### src/rtl/pkt_decoder_pkg.sv
// Shared defaults, state encoding and sizing helpers for the packet decoder slice.
package pkt_decoder_pkg;

  localparam logic [7:0] PREFIX_DEFAULT   = 8'hA5;
  localparam logic [7:0] OWN_ADDR_DEFAULT = 8'h01;
  localparam int         TIMEOUT_DEFAULT  = 2500000;

  typedef enum logic [2:0] {
    ST_IDLE = 3'd0,
    ST_ADDR = 3'd1,
    ST_DEST = 3'd2,
    ST_LEN  = 3'd3,
    ST_DATA = 3'd4,
    ST_CRC  = 3'd5,
    ST_FWD  = 3'd6
  } state_t;

  // A one-cycle timeout still needs a one-bit counter.
  function automatic int timeout_width(input int cyc);
    return (cyc > 1) ? $clog2(cyc) : 1;
  endfunction

endpackage

### src/rtl/pkt_fifo.sv
// Synchronous show-ahead payload FIFO with synchronous clear; clear beats a same-cycle write.
module pkt_fifo
  import pkt_decoder_pkg::*;
#(
  parameter int DEPTH = 256,
  parameter int WIDTH = 8
) (
  input  logic                     clk,
  input  logic                     n_rst,
  input  logic                     sclr,
  input  logic                     wr_en,
  input  logic [WIDTH-1:0]         wr_data,
  input  logic                     rd_en,
  output logic [WIDTH-1:0]         rd_data,
  output logic                     empty,
  output logic                     full,
  output logic [$clog2(DEPTH):0]   count
);

  localparam int         AW      = $clog2(DEPTH);
  localparam logic [AW:0] PTR_ONE = (AW+1)'(1);

  logic [WIDTH-1:0] mem [DEPTH];
  logic [AW:0]      wr_ptr;
  logic [AW:0]      rd_ptr;
  logic             do_wr;
  logic             do_rd;

  assign count = wr_ptr - rd_ptr;
  assign empty = (count == '0);
  assign full  = (count == (AW+1)'(DEPTH));
  assign do_wr = wr_en && !full && !sclr;
  assign do_rd = rd_en && !empty && !sclr;

  // The extra pointer bit separates full from empty.
  always_ff @(posedge clk or negedge n_rst) begin
    if (!n_rst) begin
      wr_ptr <= '0;
      rd_ptr <= '0;
    end else if (sclr) begin
      wr_ptr <= '0;
      rd_ptr <= '0;
    end else begin
      if (do_wr) wr_ptr <= wr_ptr + PTR_ONE;
      if (do_rd) rd_ptr <= rd_ptr + PTR_ONE;
    end
  end

  always_ff @(posedge clk) begin
    if (do_wr) mem[wr_ptr[AW-1:0]] <= wr_data;
  end

  assign rd_data = mem[rd_ptr[AW-1:0]];

endmodule

### src/rtl/pkt_decoder.sv
// Frame decoder: PREFIX, OWN_ADDR, DEST, LEN, payload, CRC; buffers the payload and
// forwards it to one of N_DST ready/valid channels once the frame checks out.
module pkt_decoder
  import pkt_decoder_pkg::*;
#(
  parameter int         N_DST       = 8,
  parameter int         FIFO_DEPTH  = 256,
  parameter int         TIMEOUT_CYC = TIMEOUT_DEFAULT,
  parameter logic [7:0] PREFIX      = PREFIX_DEFAULT,
  parameter logic [7:0] OWN_ADDR    = OWN_ADDR_DEFAULT
) (
  input  logic             clk,
  input  logic             n_rst,
  input  logic [7:0]       rx_data,
  input  logic             rx_valid,
  output logic             rx_ready,
  output logic [7:0]       q,
  output logic [N_DST-1:0] valid_bus,
  input  logic [N_DST-1:0] ready_bus,
  output logic             err_crc,
  output logic             err_dest,
  output logic             err_len,
  output logic             err_timeout,
  output logic             busy
);

  localparam int          AW       = $clog2(FIFO_DEPTH);
  localparam int          TW       = timeout_width(TIMEOUT_CYC);
  localparam logic [TW-1:0] TO_LAST = TW'(TIMEOUT_CYC - 1);
  localparam logic [TW-1:0] TO_ONE  = TW'(1);
  localparam logic [AW:0] ONE_LEFT = (AW+1)'(1);

  state_t        state, state_next;
  logic [7:0]    dest, len, cnt, sum;
  logic [TW-1:0] to_cnt;

  logic          fifo_wr, fifo_rd, fifo_clr;
  logic          fifo_empty, fifo_full;
  logic [7:0]    fifo_q;
  logic [AW:0]   fifo_count;

  logic          accept, byte_ok, timeout_hit, dest_ok;
  logic          fwd_valid, ready_sel;
  logic          crc_fail, dest_fail, len_fail;

  pkt_fifo #(
    .DEPTH (FIFO_DEPTH),
    .WIDTH (8)
  ) u_fifo (
    .clk     (clk),
    .n_rst   (n_rst),
    .sclr    (fifo_clr),
    .wr_en   (fifo_wr),
    .wr_data (rx_data),
    .rd_en   (fifo_rd),
    .rd_data (fifo_q),
    .empty   (fifo_empty),
    .full    (fifo_full),
    .count   (fifo_count)
  );

  assign rx_ready    = (state != ST_FWD) && !((state == ST_DATA) && fifo_full);
  assign accept      = rx_valid && rx_ready;
  assign timeout_hit = (state inside {ST_ADDR, ST_DEST, ST_LEN, ST_DATA, ST_CRC}) &&
                       (to_cnt == TO_LAST);
  // A byte landing on the timeout cycle is dropped.
  assign byte_ok     = accept && !timeout_hit;
  assign dest_ok     = ({1'b0, dest} < 9'(N_DST));
  assign fwd_valid   = (state == ST_FWD) && !fifo_empty;
  assign q           = fwd_valid ? fifo_q : 8'h00;
  assign busy        = (state != ST_IDLE);

  // Loop compare keeps dest indexing in range for any N_DST.
  always_comb begin
    valid_bus = '0;
    ready_sel = 1'b0;
    for (int i = 0; i < N_DST; i++) begin
      valid_bus[i] = fwd_valid && (dest == 8'(i));
      ready_sel    = ready_sel | (ready_bus[i] && (dest == 8'(i)));
    end
  end

  always_ff @(posedge clk or negedge n_rst) begin
    if (!n_rst) state <= ST_IDLE;
    else        state <= state_next;
  end

  always_comb begin
    state_next = state;
    fifo_wr    = 1'b0;
    fifo_rd    = 1'b0;
    fifo_clr   = 1'b0;
    crc_fail   = 1'b0;
    dest_fail  = 1'b0;
    len_fail   = 1'b0;
    if (timeout_hit) begin
      state_next = ST_IDLE;
      fifo_clr   = 1'b1;
    end else begin
      unique case (state)
        ST_IDLE: if (byte_ok && (rx_data == PREFIX)) state_next = ST_ADDR;
        ST_ADDR: if (byte_ok) state_next = (rx_data == OWN_ADDR) ? ST_DEST : ST_IDLE;
        ST_DEST: if (byte_ok) state_next = ST_LEN;
        ST_LEN: begin
          if (byte_ok) begin
            if (rx_data == 8'h00) begin
              state_next = ST_IDLE;
              len_fail   = 1'b1;
            end else begin
              state_next = ST_DATA;
            end
          end
        end
        ST_DATA: begin
          if (byte_ok) begin
            fifo_wr = 1'b1;
            if (cnt == len - 8'd1) state_next = ST_CRC;
          end
        end
        ST_CRC: begin
          if (byte_ok) begin
            if (rx_data != sum) begin
              state_next = ST_IDLE;
              crc_fail   = 1'b1;
              fifo_clr   = 1'b1;
            end else if (!dest_ok) begin
              state_next = ST_IDLE;
              dest_fail  = 1'b1;
              fifo_clr   = 1'b1;
            end else begin
              state_next = ST_FWD;
            end
          end
        end
        ST_FWD: begin
          if (fifo_empty) begin
            state_next = ST_IDLE;
          end else if (ready_sel) begin
            fifo_rd = 1'b1;
            if (fifo_count == ONE_LEFT) state_next = ST_IDLE;
          end
        end
        default: state_next = ST_IDLE;
      endcase
    end
  end

  // Frame bookkeeping; error flags are registered so each is a clean one-cycle pulse.
  always_ff @(posedge clk or negedge n_rst) begin
    if (!n_rst) begin
      dest        <= 8'h00;
      len         <= 8'h00;
      cnt         <= 8'h00;
      sum         <= 8'h00;
      to_cnt      <= '0;
      err_crc     <= 1'b0;
      err_dest    <= 1'b0;
      err_len     <= 1'b0;
      err_timeout <= 1'b0;
    end else begin
      err_crc     <= crc_fail;
      err_dest    <= dest_fail;
      err_len     <= len_fail;
      err_timeout <= timeout_hit;
      if ((state == ST_DEST) && byte_ok) dest <= rx_data;
      if ((state == ST_LEN) && byte_ok)  len  <= rx_data;
      if (state_next == ST_IDLE) begin
        cnt <= 8'h00;
        sum <= 8'h00;
      end else if (fifo_wr) begin
        cnt <= cnt + 8'd1;
        sum <= sum + rx_data;
      end
      if ((state_next == ST_IDLE) || (state_next == ST_FWD) || byte_ok) to_cnt <= '0;
      else                                                               to_cnt <= to_cnt + TO_ONE;
    end
  end

endmodule
### config.mk
export PLATFORM = sky130hd
export DESIGN_NAME = pkt_decoder
export DESIGN_NICKNAME = d
export VERILOG_FILES = /design/src/rtl/pkt_decoder_pkg.sv /design/src/rtl/pkt_fifo.sv /design/src/rtl/pkt_decoder.sv
export SDC_FILE = /design/constraint.sdc
export NUM_CORES = 2
export LEC_CHECK = 0
export CORE_UTILIZATION = 61
export DETAILED_ROUTE_END_ITERATION = 16
export GPL_ROUTABILITY_DRIVEN = 0
export GPL_TIMING_DRIVEN = 0
export MAX_ROUTING_LAYER = met4
export PLACE_DENSITY = 0.78
export REMOVE_ABC_BUFFERS = 1
export SLEW_MARGIN = 20
export SYNTH_ARGS = -nofsm -noshare
export SYNTH_HDL_FRONTEND = slang
export SYNTH_HIERARCHICAL = 1
export SYNTH_SLANG_ARGS = --single-unit
### constraint.sdc
create_clock -name clk -period 9.1 [get_ports clk]
set_input_delay 0.91 -clock clk [delete_from_list [all_inputs] [get_ports clk]]
set_output_delay 0.91 -clock clk [all_outputs]
set_load 0.02 [all_outputs]
==> qor_table.md <==
| Result | This run | Unit |
| --- | --- | --- |
| RSZ-0062 raised after global routing | false | - |
| Via density | 7.19 | - |
| Max-Cap Viols | 0 | - |
| Cell-by-cell listing of the critical path | clkinv_1 -> ha_1 -> nand2b_1 -> o22ai_1 -> a31oi_1 -> or3b_1 -> nor3_2 -> and2_1 -> o21ai_0 -> nand2_1 -> or4_4 -> inv_2 -> inv_1 -> a211o_4 -> or3b_2 -> buf_16 -> nor2_1 | - |
| Synth warnings | 6 | - |
| Initial antenna violation count | 6 | - |
| Root buf cell | sky130_fd_sc_hd__clkbuf_16 | - |
| Nature of the critical path endpoint | register | - |
| Sort of element at the start of the critical path | register | - |
| GR Util All Layers | 0.321 | - |
| Multi-input gate area | 0.0210 | mm^2 |
| Initial standard-cell utilization of the core | 0.616 | - |
| Drc violations | 0 | - |
| Ratio of final minimum period to clock period | 0.923 | - |
| Register area share after synthesis | 0.748 | - |
| Distinct cells, synth | 85 | - |
| Pre-Repair DR Iteration Count | 6 | - |
| Type of the worst setup path | reg -> reg | - |
| Share of the core filled with cells | 0.695 | - |
| Synth top area share | 0.725 | - |
| Total I/O pin count | 41 | - |
| FF+latch count, synth | 2127 | - |
| Wire length of the first global-routing pass | 313000 | um |
| GRT Residual Overflow | 0 | - |
| Fill cells | 7929 | - |
| Ratio of total power to cell area | 198 | mW/mm^2 |
| Arrival time at the worst endpoint | 8.84 | ns |
| Floorplan die area | 0.141 | mm^2 |
| Area leader, netlist | sky130_fd_sc_hd__edfxtp_1 | - |
| Worst Path Max Fanout | 17 | - |
| CTS Hold Buffers Added | 0 | - |
| Total of buffers placed on input and output ports | 40 | - |
| Clock Latency Late Sink | 0.85 | ns |
| Largest delay share family, worst path | simple AND/OR/NAND/NOR gates | - |
| Most frequent cell after synthesis | sky130_fd_sc_hd__edfxtp_1 | - |
| Number of global-route vias before repair | 45400 | - |
| Maximum clock insertion buffer count | 3 | - |
| Die Height | 375 | um |
| Data required time at the worst endpoint | 9.54 | ns |
| Sinks on Clock Net | 2127 | - |
| Slew at the pin with the worst max-slew slack | 1.32 | ns |
| Leakage power | 0.0287 | uW |
| Clock buffer count from CTS | 199 | - |
| Fraction of layout instances using a drive strength above 1 | 0.251 | - |
| Mean post-synth cell area | 19.6 | um^2 |
| Post-route ant nets | 0 | - |
| Main flop type after synthesis | sky130_fd_sc_hd__edfxtp_1 | - |
| Achievable frequency | 119 | MHz |
| CP max stage cell | sky130_fd_sc_hd__dfrtp_1 | - |
| Peak per-stage delay on the critical path | 1.17 | ns |
| CTS tree | yes | - |
| Maximum vdd ir drop | 0.178 | mV |
| Slew headroom | 0.115 | - |
| Half-perimeter wire length after placement | 129000 | um |
| Path type of the worst min-delay path | in -> async | - |
| Top post-synthesis cells by count | 2048 x sky130_fd_sc_hd__edfxtp_1, 448 x sky130_fd_sc_hd__mux4_2, 221 x sky130_fd_sc_hd__nor3_1, 177 x sky130_fd_sc_hd__mux2i_1, 152 x sky130_fd_sc_hd__clkbuf_1 | - |
| Cell area after technology mapping | 0.0849 | mm^2 |
| Clock input transition at the sequential cells of the worst setup and hold paths | 0.07 | ns |
| Core area | 0.138 | mm^2 |
| Status | finished, final reports clean | - |
| Hold Fails Final Rpt | 0 | - |
| Largest cells by area after synthesis | sky130_fd_sc_hd__edfxtp_1 72%, sky130_fd_sc_hd__mux4_2 12%, sky130_fd_sc_hd__dfrtp_1 2.3% | - |
| Clock Skews | 0.0385 | ns |
| Register area | 0.0635 | mm^2 |
| Maximum number of pins on one net before global-route repair | 131 | - |
| Post-route minimum period | 8.40 | ns |
| H-tree lvl count | 4 | - |
| Final max-slew violation count | 0 | - |
| Postcts setup bufs | 0 | - |
| Critical path buffers and inverters | 4 | - |
| Setup tns final | 0 | ns |
| Area growth from synthesis to layout | 12.9 | % |
| Total setup violations reported at the end of the flow | 0 | - |
| Die boundary width | 375 | um |
| Via count | 45700 | - |
| DR WL/cell | 34.2 | um |
| Post_cts resized | 0 | - |
| Routed Wire Length | 217000 | um |
| Std-Cell Rows | 136 | - |
| First-iteration detailed-routing DRC count | 6355 | - |
| Number of synthesized flops with an enable pin | 2048 | - |
| Final net count | 4437 | - |
| Async set or reset register ratio after synthesis | 0.0371 | - |
| Post-synthesis instance total | 4340 | - |
==> metal layers <==
| metal | share of wire | global-route usage |
|---|---|---|
| met1 | 0.35 | 0.420 |
| met2 | 0.48 | 0.485 |
| met3 | 0.13 | 0.0818 |
| met4 | 0.047 | 0.137 |
| met5 | 0 | - |
==> layout by cell type, fill, tap and decap left out, types with 50 or more instances in the layout <==
cell type	count
sky130_fd_sc_hd__a21oi_1	112
sky130_fd_sc_hd__a22oi_1	101
sky130_fd_sc_hd__buf_16	55
sky130_fd_sc_hd__clkbuf_1	51
sky130_fd_sc_hd__clkbuf_16	202
sky130_fd_sc_hd__dfrtp_1	72
sky130_fd_sc_hd__edfxtp_1	2048
sky130_fd_sc_hd__mux2i_1	177
sky130_fd_sc_hd__mux4_2	448
sky130_fd_sc_hd__nand2_1	138
sky130_fd_sc_hd__nor2_1	117
sky130_fd_sc_hd__nor3_2	194
sky130_fd_sc_hd__o21ai_0	50
==> state kept, by name, indices dropped and copies added (netlist names) <==
signal,flops
cnt,8
dest,8
err_crc,1
err_dest,1
err_len,1
err_timeout,1
len,8
state,3
sum,8
to_cnt,22
u_fifo/mem,2048
u_fifo/rd_ptr,9
u_fifo/wr_ptr,9
==> worst reg2reg max path, cell delays in order, from the launching register on <==
cell and delay, ns:
sky130_fd_sc_hd__dfrtp_1 1.17, sky130_fd_sc_hd__clkinv_1 1.01, sky130_fd_sc_hd__ha_1 0.69, sky130_fd_sc_hd__nand2b_1 0.12, sky130_fd_sc_hd__o22ai_1 0.22, sky130_fd_sc_hd__a31oi_1 0.08, sky130_fd_sc_hd__or3b_1 0.28, sky130_fd_sc_hd__nor3_2 0.12
sky130_fd_sc_hd__and2_1 0.23, sky130_fd_sc_hd__o21ai_0 0.43, sky130_fd_sc_hd__nand2_1 0.24, sky130_fd_sc_hd__or4_4 0.62, sky130_fd_sc_hd__inv_2 0.28, sky130_fd_sc_hd__inv_1 0.21, sky130_fd_sc_hd__a211o_4 0.47, sky130_fd_sc_hd__or3b_2 0.74
sky130_fd_sc_hd__buf_16 0.27, sky130_fd_sc_hd__nor2_1 0.79
==> power breakdown <==
part / internal [uW] / switching (uW)
Sequential: 10700 / 4.86
Clock: 4440 / 3550
Combinational: 53.3 / 221
==> worst paths after layout <==
kind | start | endpoint | slack [ns] | cells past startpoint
setup / recovery | u_fifo/rd_ptr[7]$_DFFE_PN0P_ | u_fifo/mem[77][6]$_DFFE_PP_ | 0.70 | 17
hold / removal | n_rst | to_cnt[19]$_DFF_PN0_ | 0.13 | 1
setup reg to reg | u_fifo/rd_ptr[7]$_DFFE_PN0P_ | u_fifo/mem[77][6]$_DFFE_PP_ | 0.70 | 17
hold reg to reg | dest[7]$_DFFE_PN0P_ | dest[7]$_DFFE_PN0P_ | 0.50 | 1
max in group asynchronous | n_rst | u_fifo/rd_ptr[0]$_DFFE_PN0P_ | 8.32 | 2
min in group clk | rx_data[3] | u_fifo/mem[56][3]$_DFFE_PP_ | 0.42 | 1
==> stage by stage <==
stage / total power, uW / hold slack [ns] / instances / instance area [um^2] / setup slack, ns
after floorplan: 11000 / 0.470 / 4058 / 83500 / -18.81
after global placement: 11300 / 0.491 / 5892 / 86100 / -30.73
after detailed placement: 11200 / 0.495 / 5984 / 89500 / 1.19
after CTS: 19100 / 0.0944 / 6350 / 95700 / 1.12
after global routing: 19400 / 0.151 / 6355 / 95800 / 0.862
final: 19000 / 0.126 / 6356 / 95800 / 0.702
==> cell type report <==
type	instances	area share
clock inverters	107	0.00939
well taps	1794	0.0234
flip-flops and latches	2127	0.663
inverters	28	0.00115
clock buffers	259	0.0556
multi-input cells	1903	0.220
diodes	4	0.000105
repair buffers	134	0.0277
==> cell families after synthesis <==
family,after synthesis,share of synthesized area
buffers and inverters,310,0.0180
xor gates and xnor gates,50,0.00516
muxes,646,0.143
AOI/OAI and AO/OA,472,0.0385
and+or+nand+nor,710,0.0441
adders and majority gates,25,0.00386
DFF,2127,0.748
(Power assumes the default switching activity.)
